File: src/rtl/ebpc_stream_merger.sv
// Tagged round-robin merge of the EBPC ZNZ and BPC streams, followed by a
// per-frame trailer carrying both streams' word counts.
package ebpc_pkg;
  parameter int unsigned DATA_W = 8;
endpackage

module ebpc_stream_merger_chk #(
  parameter int unsigned DATA_W = 8,
  parameter int unsigned CNT_W  = 16
) ();
  // The trailer slices the counters into whole words.
  if ((CNT_W % DATA_W) != 0) begin : g_cnt_w_check
    $error("ebpc_stream_merger: CNT_W must be a multiple of DATA_W");
  end
endmodule

module ebpc_stream_merger #(
  parameter int unsigned DATA_W = ebpc_pkg::DATA_W,
  parameter int unsigned CNT_W  = 16
) (
  input  logic              clk_i,
  input  logic              rst_ni,
  input  logic [DATA_W-1:0] znz_data_i,
  input  logic              znz_last_i,
  input  logic              znz_vld_i,
  output logic              znz_rdy_o,
  input  logic [DATA_W-1:0] bpc_data_i,
  input  logic              bpc_last_i,
  input  logic              bpc_vld_i,
  output logic              bpc_rdy_o,
  output logic [DATA_W-1:0] data_o,
  output logic [1:0]        tag_o,
  output logic              last_o,
  output logic              vld_o,
  input  logic              rdy_i,
  output logic              idle_o,
  output logic              overflow_o
);

  localparam int unsigned       N_TR    = 2 * CNT_W / DATA_W;
  localparam int unsigned       TR_W    = (N_TR > 1) ? $clog2(N_TR) : 1;
  localparam logic [CNT_W-1:0]  CNT_MAX = {CNT_W{1'b1}};
  localparam logic [TR_W-1:0]   TR_LAST = TR_W'(N_TR - 1);
  localparam logic [1:0]        TAG_ZNZ = 2'b00;
  localparam logic [1:0]        TAG_BPC = 2'b01;
  localparam logic [1:0]        TAG_TRL = 2'b10;

  typedef enum logic {COLLECT = 1'b0, TRAILER = 1'b1} state_e;

  function automatic logic [CNT_W-1:0] sat_inc(input logic [CNT_W-1:0] cnt);
    if (cnt == CNT_MAX) begin
      return cnt;
    end else begin
      return cnt + CNT_W'(1);
    end
  endfunction

  function automatic logic [DATA_W-1:0] trailer_chunk(input logic [2*CNT_W-1:0] cat,
                                                      input logic [TR_W-1:0]    idx);
    return cat[int'(idx)*DATA_W +: DATA_W];
  endfunction

  state_e              state_r;
  logic                znz_done_r, bpc_done_r, prio_r;
  logic [CNT_W-1:0]    znz_cnt_r, bpc_cnt_r;
  logic [TR_W-1:0]     tr_idx_r;
  logic [DATA_W-1:0]   data_r;
  logic [1:0]          tag_r;
  logic                last_r, vld_r, overflow_r;

  logic                load_en_s;
  logic                znz_elig_s, bpc_elig_s;
  logic                znz_grant_s, bpc_grant_s;
  logic                znz_acc_s, bpc_acc_s;
  logic                znz_done_nxt_s, bpc_done_nxt_s;
  logic [CNT_W-1:0]    znz_cnt_inc_s, bpc_cnt_inc_s;
  logic                tr_final_s, ovf_set_s, ovf_clr_s;

  ebpc_stream_merger_chk #(.DATA_W(DATA_W), .CNT_W(CNT_W)) u_chk ();

  assign load_en_s      = !vld_r || rdy_i;
  assign znz_elig_s     = znz_vld_i && !znz_done_r;
  assign bpc_elig_s     = bpc_vld_i && !bpc_done_r;
  assign znz_acc_s      = znz_grant_s && load_en_s;
  assign bpc_acc_s      = bpc_grant_s && load_en_s;
  assign znz_done_nxt_s = znz_done_r || (znz_acc_s && znz_last_i);
  assign bpc_done_nxt_s = bpc_done_r || (bpc_acc_s && bpc_last_i);
  assign znz_cnt_inc_s  = sat_inc(znz_cnt_r);
  assign bpc_cnt_inc_s  = sat_inc(bpc_cnt_r);
  assign tr_final_s     = (tr_idx_r == TR_LAST);
  assign ovf_set_s      = (znz_acc_s && (znz_cnt_inc_s == CNT_MAX)) ||
                          (bpc_acc_s && (bpc_cnt_inc_s == CNT_MAX));
  assign ovf_clr_s      = vld_r && rdy_i && last_r;

  // Round-robin grant between the eligible streams while collecting.
  always_comb begin
    znz_grant_s = 1'b0;
    bpc_grant_s = 1'b0;
    if (state_r == COLLECT) begin
      if (znz_elig_s && bpc_elig_s) begin
        znz_grant_s = !prio_r;
        bpc_grant_s = prio_r;
      end else begin
        znz_grant_s = znz_elig_s;
        bpc_grant_s = bpc_elig_s;
      end
    end else begin
      znz_grant_s = 1'b0;
      bpc_grant_s = 1'b0;
    end
  end

  // Frame state machine, per-stream bookkeeping and the output register.
  always_ff @(posedge clk_i or negedge rst_ni) begin
    if (!rst_ni) begin
      state_r    <= COLLECT;
      znz_done_r <= 1'b0;
      bpc_done_r <= 1'b0;
      prio_r     <= 1'b0;
      znz_cnt_r  <= '0;
      bpc_cnt_r  <= '0;
      tr_idx_r   <= '0;
      data_r     <= '0;
      tag_r      <= 2'b00;
      last_r     <= 1'b0;
      vld_r      <= 1'b0;
    end else if (state_r == COLLECT) begin
      if (znz_acc_s) begin
        data_r     <= znz_data_i;
        tag_r      <= TAG_ZNZ;
        last_r     <= 1'b0;
        vld_r      <= 1'b1;
        znz_cnt_r  <= znz_cnt_inc_s;
        prio_r     <= 1'b1;
        znz_done_r <= znz_done_nxt_s;
      end else if (bpc_acc_s) begin
        data_r     <= bpc_data_i;
        tag_r      <= TAG_BPC;
        last_r     <= 1'b0;
        vld_r      <= 1'b1;
        bpc_cnt_r  <= bpc_cnt_inc_s;
        prio_r     <= 1'b0;
        bpc_done_r <= bpc_done_nxt_s;
      end else if (load_en_s) begin
        last_r <= 1'b0;
        vld_r  <= 1'b0;
      end
      // Switch as the second last word lands so the trailer follows without a bubble.
      if (znz_done_nxt_s && bpc_done_nxt_s) begin
        state_r <= TRAILER;
      end
    end else if (load_en_s) begin
      data_r <= trailer_chunk({bpc_cnt_r, znz_cnt_r}, tr_idx_r);
      tag_r  <= TAG_TRL;
      last_r <= tr_final_s;
      vld_r  <= 1'b1;
      if (tr_final_s) begin
        state_r    <= COLLECT;
        znz_done_r <= 1'b0;
        bpc_done_r <= 1'b0;
        prio_r     <= 1'b0;
        znz_cnt_r  <= '0;
        bpc_cnt_r  <= '0;
        tr_idx_r   <= '0;
      end else begin
        tr_idx_r <= tr_idx_r + TR_W'(1);
      end
    end
  end

  // Sticky saturation flag, held until the frame's final trailer word leaves.
  always_ff @(posedge clk_i or negedge rst_ni) begin
    if (!rst_ni) begin
      overflow_r <= 1'b0;
    end else if (ovf_set_s) begin
      overflow_r <= 1'b1;
    end else if (ovf_clr_s) begin
      overflow_r <= 1'b0;
    end
  end

  assign znz_rdy_o  = znz_acc_s;
  assign bpc_rdy_o  = bpc_acc_s;
  assign data_o     = data_r;
  assign tag_o      = tag_r;
  assign last_o     = last_r;
  assign vld_o      = vld_r;
  assign overflow_o = overflow_r;
  assign idle_o     = (state_r == COLLECT) && !znz_done_r && !bpc_done_r && !vld_r &&
                      (znz_cnt_r == '0) && (bpc_cnt_r == '0);

endmodule

File: config.mk
export PLATFORM = sky130hd
export DESIGN_NAME = ebpc_stream_merger
export DESIGN_NICKNAME = d
export VERILOG_FILES = /design/src/rtl/ebpc_stream_merger.sv
export SDC_FILE = /design/constraint.sdc
export NUM_CORES = 1
export LEC_CHECK = 0
export CAP_MARGIN = 0
export CORE_MARGIN = 2
export CORE_UTILIZATION = 45
export CTS_CLUSTER_DIAMETER = 60
export DETAILED_ROUTE_END_ITERATION = 8
export DONT_BUFFER_PORTS = 1
export SYNTH_ARGS = -nofsm -noshare
export SYNTH_HDL_FRONTEND = slang
export SYNTH_SLANG_ARGS = --single-unit
File: constraint.sdc
create_clock -name clk_i -period 5.45 [get_ports clk_i]
set_input_delay 0.545 -clock clk_i [delete_from_list [all_inputs] [get_ports clk_i]]
set_output_delay 0.545 -clock clk_i [all_outputs]
set_load 0.005 [all_outputs]
* Word-level counts from Yosys, hierarchy flattened
Cells that the tools add are included.
** Word-level totals
- Flip-flop bits (word level) :: 51
- Bits in latches :: 0
- Memory bits (writable) :: 0
- ROM bits :: 0
- Bits of input ports :: 23
- Output and inout port bits :: 16
- Word-level logic and storage cells :: 110
- Memories :: 0
** Cells by class
- Add/subtract/negate cells :: 3
- Multipliers :: 0
- Div/mod/pow operators :: 0
- $lt $le $gt $ge :: 0
- Equality and inequality tests :: 8
- Shift operators :: 1
- Multiplexer cells :: 47
- Bitwise operators :: 1
- Reduce and logical (&&, ||, !) cells :: 38
** Operator list (number)
- 2-to-1 mux 16 bit :: 9
- == test 16 bit (second input constant) :: 4
- adder 16 x 1 -> 16 bit (second input constant) :: 2
- logical NOT 16 bit :: 2
- 2-to-1 mux 8 bit :: 4
- variable part select 32 x 6 -> 8 bit :: 1
- 2-to-1 mux 1 bit :: 29
- logical AND 1 bit :: 17
- 2-to-1 mux 2 bit :: 5
- AND reduction 2 bit :: 3
- AND reduction 3 bit :: 2
- nonzero test 2 bit :: 3
- nonzero test 3 bit :: 2
- logical NOT 1 bit :: 4
- logical OR 1 bit :: 4
- != test 2 x 1 -> 1 bit (second input constant) :: 2
- AND reduction 4 bit :: 1
- adder 2 x 1 -> 2 bit (second input constant) :: 1
- == test 2 bit (second input constant) :: 1
- != test 2 bit (second input constant) :: 1
- inverter 1 bit :: 1

* Longest topological paths before layout
Gate-level depths: netlist of the first run.
- Word-level depth :: 11
- Gate-level depth with buffers :: 10
- Mapped depth without buffers :: 8

* Worst setup path after synthesis of the first run
OpenSTA, ideal clock, no wires.
- Path kind :: register to register
- From :: reg znz_cnt_r[0]
- To :: reg overflow_r, in the netlist overflow_o
- Setup time :: 0.095 ns
- Arrival time :: 1.983 ns
- Required time :: 5.355 ns
- Setup slack :: 3.372 ns
- Cell stages (with the launch flop) :: 10
- Path buffers :: 2
- Clock period less this slack :: 2.078 ns
- Path through :: dfrtp_1 ha_1 nand3_2 or2_1 buf_6 or2_0 buf_6 a2111oi_4 a32oi_1 o31ai_1
** On the way
- Word-level cells in the longest chain between the ends :: 6
- Elaborated cells on any way between the ends :: 8
- Classes of those cells :: add/sub: 1; eq/ne: 2; mux: 2; reduce/logical: 3
** RTL lines
- start: declaration :: RTL line 65 : logic [CNT_W-1:0] znz_cnt_r, bpc_cnt_r;
- start signal: assignment :: RTL line 133 : znz_cnt_r <= znz_cnt_inc_s;
- adder 16 x 1 -> 16 bit / == test 16 bit (equally long branches) :: RTL line 54, 51
- 2-to-1 mux 16 bit (*) :: RTL line 51 : if (cnt == CNT_MAX) begin
- == test 16 bit (*) :: RTL line 91 : assign ovf_set_s = (znz_acc_s && (znz_cnt_inc_s == CNT_MAX)) ||
- logical AND 1 bit (*) :: RTL line 91
- logical OR 1 bit (*) :: RTL line 91
- 2-to-1 mux 1 bit / nonzero test 2 bit (equally long branches)
- end signal: assignment :: RTL line 174 : overflow_r <= 1'b0;
- end signal: assignment :: RTL line 176 : overflow_r <= 1'b1;
- end signal: assignment :: RTL line 178 : overflow_r <= 1'b0;
- end: declaration :: RTL line 69 : logic last_r, vld_r, overflow_r;
Mark *: on every way between the ends. The rest lies on a longest branch, timed or not.
A chain may end at the register's enable or synchronous reset.

* Worst setup path in the final report of the first run
- From :: reg state_r
- To :: reg znz_cnt_r[3]
** On the way
- Word-level cells in the longest chain between the ends :: 4
- Elaborated cells on any way between the ends :: 7
- Classes of those cells :: eq/ne: 2; mux: 2; reduce/logical: 3
** RTL lines
- start: declaration :: RTL line 63 : state_e state_r;
- start signal: assignment :: RTL line 116 : state_r <= COLLECT;
- start signal: assignment :: RTL line 150 : state_r <= TRAILER;
- start signal: assignment :: RTL line 158 : state_r <= COLLECT;
- 2-to-1 mux 1 bit :: RTL line 99 : if (state_r == COLLECT) begin
- logical AND 1 bit :: RTL line 84 : assign znz_acc_s = znz_grant_s && load_en_s;
- net znz_rdy_o :: RTL line 26 : output logic znz_rdy_o,
- nonzero test 2 bit (no line)
- AND reduction 3 bit (no line)
The timed path passes the listed nets, and every way through them passes these cells.

==> results of run 1 <==
flip-flops by register name (all words and copies together), names as in the netlist:
name	count
bpc_cnt_r	16
znz_cnt_r	16
data_o	8
tag_o	2
tr_idx_r	2
bpc_done_r	1
last_o	1
overflow_o	1
prio_r	1
state_r	1
vld_o	1
znz_done_r	1
synth_stat cells (3+ instances only):
cell	n	area share (%)
o41ai_1	4	0.99
mux4_2	7	4.5
mux2i_1	3	0.85
nand3_1	17	2.4
dfrtp_1	51	36
clkbuf_8	4	1.6
inv_1	12	1.3
xnor2_1	4	0.99
xor2_1	5	1.2
o21ai_0	31	4.4
buf_2	4	0.57
nor2_1	22	2.3
and4_1	6	1.5
a22o_1	4	0.99
nand4_1	12	2.1
ha_1	5	1.8
a21oi_1	37	5.3
or4_1	3	0.64
nor3_1	10	1.4
a31oi_1	14	2.5
o211ai_1	3	0.64
nand2b_1	4	0.71
nor4_1	10	1.8
o211a_1	3	0.85
o31ai_1	3	0.64
clkbuf_1	19	2.0
nand2_1	52	5.5
a21o_1	5	1.1
buf_4	4	0.85
a211oi_1	3	0.64
and3_1	6	1.1
nand3b_1	3	0.64
cell type report:
class	instances	area [sq um]	share of cell area [%]
multi-input combinational	309	2004	55.18
tap	102	127.6	3.514
timing repair buffer	3	42.54	1.171
inverter	13	48.80	1.343
clock buffer	6	72.57	1.998
clock inverter	2	60.06	1.653
sequential	51	1276	35.14
repair_timing:
item                      CTS  global route
resized for setup           0             0
hold endpoints to repair   51             0
hold buffers                1             0
power by group through the flow:
stage	sequential, uW	combinational [uW]	clock (uW)
floorplan	519	323	0
global placement	602	325	0
detailed placement	605	328	0
CTS	597	341	318
global route	617	387	330
finish	599	339	312
placed cells by master, fill, tap and decap left out, types with 3 or more instances in the layout:
| cell type | instances |
|---|---|
| a211oi_1 | 3 |
| a21o_1 | 5 |
| a21oi_1 | 37 |
| a22o_1 | 4 |
| a31oi_1 | 14 |
| and3_1 | 6 |
| and4_1 | 6 |
| clkbuf_8 | 5 |
| dfrtp_1 | 51 |
| ha_1 | 5 |
| inv_1 | 12 |
| mux2i_1 | 3 |
| mux4_2 | 7 |
| nand2_1 | 52 |
| nand2b_1 | 4 |
| nand3_1 | 17 |
| nand3b_1 | 3 |
| nand4_1 | 12 |
| nor2_1 | 22 |
| nor3_1 | 10 |
| nor4_1 | 10 |
| o211a_1 | 3 |
| o211ai_1 | 3 |
| o21ai_0 | 31 |
| o41ai_1 | 4 |
| or4_1 | 3 |
| xnor2_1 | 4 |
| xor2_1 | 5 |
worst register-to-register path, cell delays in order (launching register included):
cell and delay [ns]:
dfrtp_1 0.78, inv_1 0.20, nand4_1 0.11, buf_4 0.27, clkinv_1 0.53, nor2_1 0.52, o21ai_0 0.16, o41ai_1 0.08
per-layer routing:
layer	vias up	track usage, %
met4	0	5.473
met2	78	36.98
met1	1509	32.40
met3	12	3.662
met5	-	0
li1	1472	-
cell families (layout without fill, tap and decap cells):
logic type / count (synthesis) / after routing
simple gates: 164 / 164
compound gates: 118 / 118
flops: 51 / 51
buf+inv: 47 / 24
mux: 13 / 13
xor+xnor: 9 / 9
fa+ha+maj: 5 / 5
worst paths after layout:
check	startpoint	to	slack, ns	cells past startpoint
max	state_r	znz_cnt_r[3]	2.71	7
min	rst_ni	znz_cnt_r[5]	0.08	1
max reg2reg	state_r	znz_cnt_r[3]	2.71	7
min reg2reg	data_o[2]	data_o[2]	0.52	2
max in group asynchronous	rst_ni	bpc_cnt_r[8]	5.14	1
min in group clk_i	bpc_last_i	bpc_done_r	0.39	1
metrics by stage:
stage	total power [uW]	hold slack, ns	cells	utilization, %
floorplan	841.4	0.2494	407	-
global placement	927.4	0.2523	477	45.40
detailed placement	933.0	0.2519	477	45.40
CTS	1257	0.1001	486	47.50
global route	1334	0.1071	486	47.50
finish	1250	0.07810	486	47.50
==> key figures, run 1 <==
Setup path
  – Worst EP required: 5.65 ns
  – Crit end category: flip-flop
  – Type of origin of the critical path: flip-flop
  – Critical Path AT: approximately 2.9 ns
  – CP Cell Sequence: inv_1 > nand4_1 > buf_4 > clkinv_1 > nor2_1 > o21ai_0 > o41ai_1
  – Slowest stage delay, CP: approximately 0.78 ns
  – Crit path max fanout: 23
  – Cell family with most CP delay: buffers and inverters
  – Crit-path slowest cell: dfrtp_1
  – Worst setup path category: flip-flop to flip-flop
  – CP Buf/Inv Count: 3

Yosys
  – Synth Warn #: 0
  – Compound-cell area share of the yosys netlist: about a fifth
  – Syn_area_per_cell: between 8 and 9 sq um
  – Synth Area in XOR/XNOR: under 10%
  – Ys async rst share: 100.0%
  – Netlist cell types: 57
  – Synth Area in Adders: 1.774%
  – Number of synthesized flops with an enable pin: 0
  – Mux cell area share after synthesis: 6.705%
  – Cells after synthesis: 407
  – Yosys reg bits: just over 50
  – Simple-Gate Fraction of Synth Area: between 20% and 30%
  – Synth Net Count: 435
  – Post-Syn Area: 3527 sq um
  – Prevailing post-synth register cell: dfrtp_1
  – Register area share after synthesis: ~36%
  – Main combinational cell family by area after synthesis: simple AND/OR/NAND/NOR gates

Power
  – Switching share of power: a little under two fifths
  – Int Power: 785.5 uW
  – Sequential share of power: a little under half
  – NetSw: between 400 and 500 uW
  – Lkg Pwr: around 0.0014 uW
  – Clock power share: approximately a quarter
  – Maximum vdd drop: about 0.13 mV
  – Logic pwr share: roughly 27%
  – Cell Pwr Density: 344.1 nW/um^2

Drt
  – Met3 routed WL: around 490 microns
  – Met2 routed WL: approximately 4.6 mm
  – Drc violations: 0
  – 1st-iter DRT viols: 185
  – Drt pass-1 iters: 4
  – Vias per cell: roughly 6.3
  – Wire per inst: 19.42 microns
  – Vias: about 3,000
  – Max layer used: met4
  – Met1 WL: roughly 4.2 mm
  – Antenna Nets Post-Route: 0
  – Final wirelength: between 9 and 10 mm

Global routing
  – Initial antenna violation count: 0
  – Number of global-route vias before repair: 2,858
  – Gr usage total: ~23%
  – Largest net degree at the start of global routing: 52
  – Gr ovfl total: 0
  – First-pass GRT wire length: roughly 15 mm

Floorplan
  – Ports: 39
  – Die W: around 90 microns
  – Site Rows: 32
  – Starting density of the core: 46.12%
  – CORE AREA: roughly 7600 sq um
  – Total die area: between 8000 and 9000 sq um
  – DIE HEIGHT: 92.53 microns

Timing
  – Tcrit/Tclk final: between 50% and 60%
  – Endpoints failing setup: 0
  – Slew headroom: between 20% and 30%
  – Setup WS post-layout: around 2.7 ns
  – Final hold violation count: 0
  – Final max-slew violation count: 0
  – Unrepaired setup endpoints after global routing: false
  – Measured slew at the worst slew-check pin: 1.065 ns
  – Setup TNS: 0 ns
  – Final Skew: roughly 0.0063 ns
  – Min Tclk post-route: 2.741 ns
  – F_max: around 360 MHz

Clock network
  – CTS H-tree lvls: 2
  – Worst-skew pair later-pin latency: roughly 0.31 ns
  – Buffer count from post-CTS setup fixing: 0
  – Clock buffer depth: 2
  – Clock tree sinks: 51
  – CTS buffer count: 5
  – CTS tree: done
  – Clk slew on worst S/H paths: ~0.10 ns
  – CTS root buf: clkbuf_8

Run
  – Maxcap violations: 0

Place
  – Post-DP Area: about 3500 sq um
  – Placer Congestion: 0.9091
  – Pre-CTS WS: 2.738 ns
  – DP HPWL: 6.772 mm
  – IO Port Bufs: 0

Final layout
  – Syn-to-layout area delta: 2.980%
  – Layout cells sized above 1: 8.594%
  – Finished Cell Area: 3632 sq um
  – Antenna Cells: 0
  – Total Nets Final: just over 400
  – Fillers: 744

Status
  – Outcome: finished, final reports clean

Hold path
  – Worst hold path type: input port to async pin
(Power assumes the default switching activity.)
==> inputs of run 2 (changes only) <==
==> constraint.sdc (replaced) <==
create_clock -name clk_i -period 2.4 [get_ports clk_i]
set_input_delay 0.24 -clock clk_i [delete_from_list [all_inputs] [get_ports clk_i]]
set_output_delay 0.24 -clock clk_i [all_outputs]
set_load 0.005 [all_outputs]
==> run 2 against run 1 <==
Effect of this change:
- critical endpoint is now idle_o
- clock skew fell by 0.00076 ns
- largest power group unchanged
- hold slack got worse by 0.0016 ns
- via count rose by 4.4%
==> key figures, run 2 (synthesized netlist as in run 1, its figures left out) <==
Setup path
  – CP Buf/Inv Count: 2 (-1)
  – CP Cell Sequence: buf_4 > inv_1 > ha_1 > nor4b_1 > and4_1 > nand4_1 > nor4_2
  – Worst R2R Setup Slack: 0.23 ns (-2.48 ns)
  – Worst EP required: 2.16 ns (-3.49 ns)
  – Crit-path slowest cell: dfrtp_1
  – Cell family with most CP delay: simple AND/OR/NAND/NOR gates
  – Critical Path AT: 2.00 ns (-0.94 ns)
  – Worst-case reg-to-reg path depth: 8 (+1)
  – Crit end category: output pin
  – Type of origin of the critical path: flip-flop
  – Crit path max fanout: 6 (-74%)
  – Reg-to-reg endpoint: overflow_o
  – Slowest stage delay, CP: 0.39 ns (-0.39 ns)
  – Worst setup path category: flip-flop to output pin
  – FF-to-FF Start: bpc_cnt_r[0]

Timing
  – F_max: roughly 450 MHz
  – Final Skew: 0.005549 ns (-0.0007551 ns)
  – Final max-slew violation count: 0 (unchanged)
  – Unrepaired setup endpoints after global routing: false
  – Slew headroom: 64.19% (+36 points)
  – Measured slew at the worst slew-check pin: 0.5352 ns (-0.5300 ns)
  – Endpoints failing setup: 0 (unchanged)
  – WHS: 0.07652 ns (-0.001581 ns)
  – Final hold violation count: 0 (unchanged)
  – Tcrit/Tclk final: 93.28%
  – Min Tclk post-route: ~2.2 ns
  – Setup TNS: 0 ns (unchanged)

Hold path
  – Hold Path Stages: 1
  – Worst hold path type: input port to flip-flop
  – Worst Hold End: bpc_done_r
  – Hold_sp: bpc_last_i

Power
  – Cell Pwr Density: 745.4 nW/um^2 (+120%)
  – Maximum vdd drop: 0.4732 mV (+270%)
  – Lkg Pwr: 0.001569 uW (+12%)

Final layout
  – Commonest cells after routing, fill and taps aside: nand2_1 (52), dfrtp_1 (50), a21oi_1 (37)
  – Syn-to-layout area delta: 10.54%
  – Total Nets Final: 446 (+8.5%)
  – Finished Cell Area: 3899 sq um (+7.3%)
  – Antenna Cells: 0 (unchanged)
  – Core Util, Final: 50.98% (+3.5 points)
  – Commonest non-fill, non-tap cell in the layout: nand2_1
  – Layout cells sized above 1: 16.95% (+8.4 points)
  – Fillers: 737 (-0.94%)
  – Post-Layout Cell Count: 521 (+7.2%)

Clock network
  – CTS tree: done
  – Clock tree sinks: 51 (unchanged)
  – Worst-skew pair later-pin latency: 0.31 ns (about the same)
  – CTS buffer count: 5 (unchanged)
  – CTS H-tree lvls: 2 (unchanged)
  – Clk slew on worst S/H paths: 0.10 ns (about the same)
  – CTS root buf: clkbuf_8
  – Clock buffer depth: 2 (unchanged)
  – Buffer count from post-CTS setup fixing: 0 (unchanged)

Global routing
  – Initial antenna violation count: 0 (unchanged)
  – Number of global-route vias before repair: 2,879 (+0.73%)
  – Gr ovfl total: 0 (unchanged)
  – Gr usage total: 22.91% (+0.026 points)
  – Largest net degree at the start of global routing: 52 (unchanged)
  – First-pass GRT wire length: 15.53 mm (+0.36%)

Place
  – Placer Congestion: 0.9496 (+4.5%)
  – IO Port Bufs: 0 (unchanged)
  – DP HPWL: 7.198 mm (+6.3%)
  – Post-DP Area: 3727 sq um (+7.4%)
  – Dpl cells: 511 (+7.1%)

Drt
  – Wire per inst: 18.45 microns (-5.0%)
  – Final wirelength: 9.611 mm (+1.9%)
  – Drc violations: 0 (unchanged)
  – Vias: 3,205 (+4.4%)
  – Vias per cell: 6.152 (-2.6%)
  – Drt pass-1 iters: 4 (unchanged)
  – 1st-iter DRT viols: 244 (+32%)
  – Antenna Nets Post-Route: 0 (unchanged)

Floorplan
  – CORE AREA: 7647 sq um (unchanged)
  – Starting density of the core: 46.12% (unchanged)
  – Ports: 39 (unchanged)
  – Die W: 92.53 microns (unchanged)
  – DIE HEIGHT: 92.53 microns (unchanged)
  – Site Rows: 32 (unchanged)
  – Total die area: 8562 sq um (unchanged)

Status
  – Outcome: finished, final reports clean

Run
  – Maxcap violations: 0 (unchanged)
==> run 2: final cells by class <==
type,instances,area [sq um],area share (%)
Tap cell,102,127.6,3.273
Sequential cell,51,1277,32.77
Multi-Input combinational cell,309,2022,51.86
Inverter,13,48.80,1.252
Clock inverter,3,46.29,1.187
Timing Repair Buffer,38,307.8,7.895
Clock buffer,5,68.82,1.765
==> run 2: worst max path at each step <==
stage | to | cells after the start | start
final | idle_o | 7 | znz_cnt_r[0]
after global routing | idle_o | 7 | znz_cnt_r[0]
after CTS | idle_o | 6 | bpc_cnt_r[0]
after detailed placement | overflow_o | 8 | bpc_cnt_r[0]
after global placement | overflow_o | 8 | bpc_cnt_r[0]
after floorplan | overflow_o | 9 | znz_cnt_r[0]
==> run 2: layer usage <==
metal / part of all wire (%) / track usage [%]
met3: 6.1 / 3.662
met1: 45 / 33.53
met5: 0 / 0
met4: 1.8 / 5.970
met2: 47 / 35.46
==> run 2: per-stage QoR <==
| step | power (uW) | setup slack [ns] |
|---|---|---|
| after floorplan | 1911 | 0.3217 |
| after global placement | 2250 | 0.2060 |
| after detailed placement | 2260 | 0.1917 |
| after CTS | 2919 | 0.05327 |
| after global routing | 3099 | 0.02404 |
| final | 2906 | 0.1612 |
==> run 2: repair_timing <==
| action | in CTS | in global routing |
|---|---|---|
| hold endpoints to repair | 51 | 0 |
| setup endpoints to repair | 1 | 2 |
| resized for setup | 1 | 3 |
| hold buffers | 2 | 0 |
==> run 2: report_power, final <==
group	internal, uW	leakage [uW]	switching [uW]
combinational	450	0.000833	620
clock	315	0.0000548	307
sequential	1040	0.000682	179
total	1800	0.00157	1110
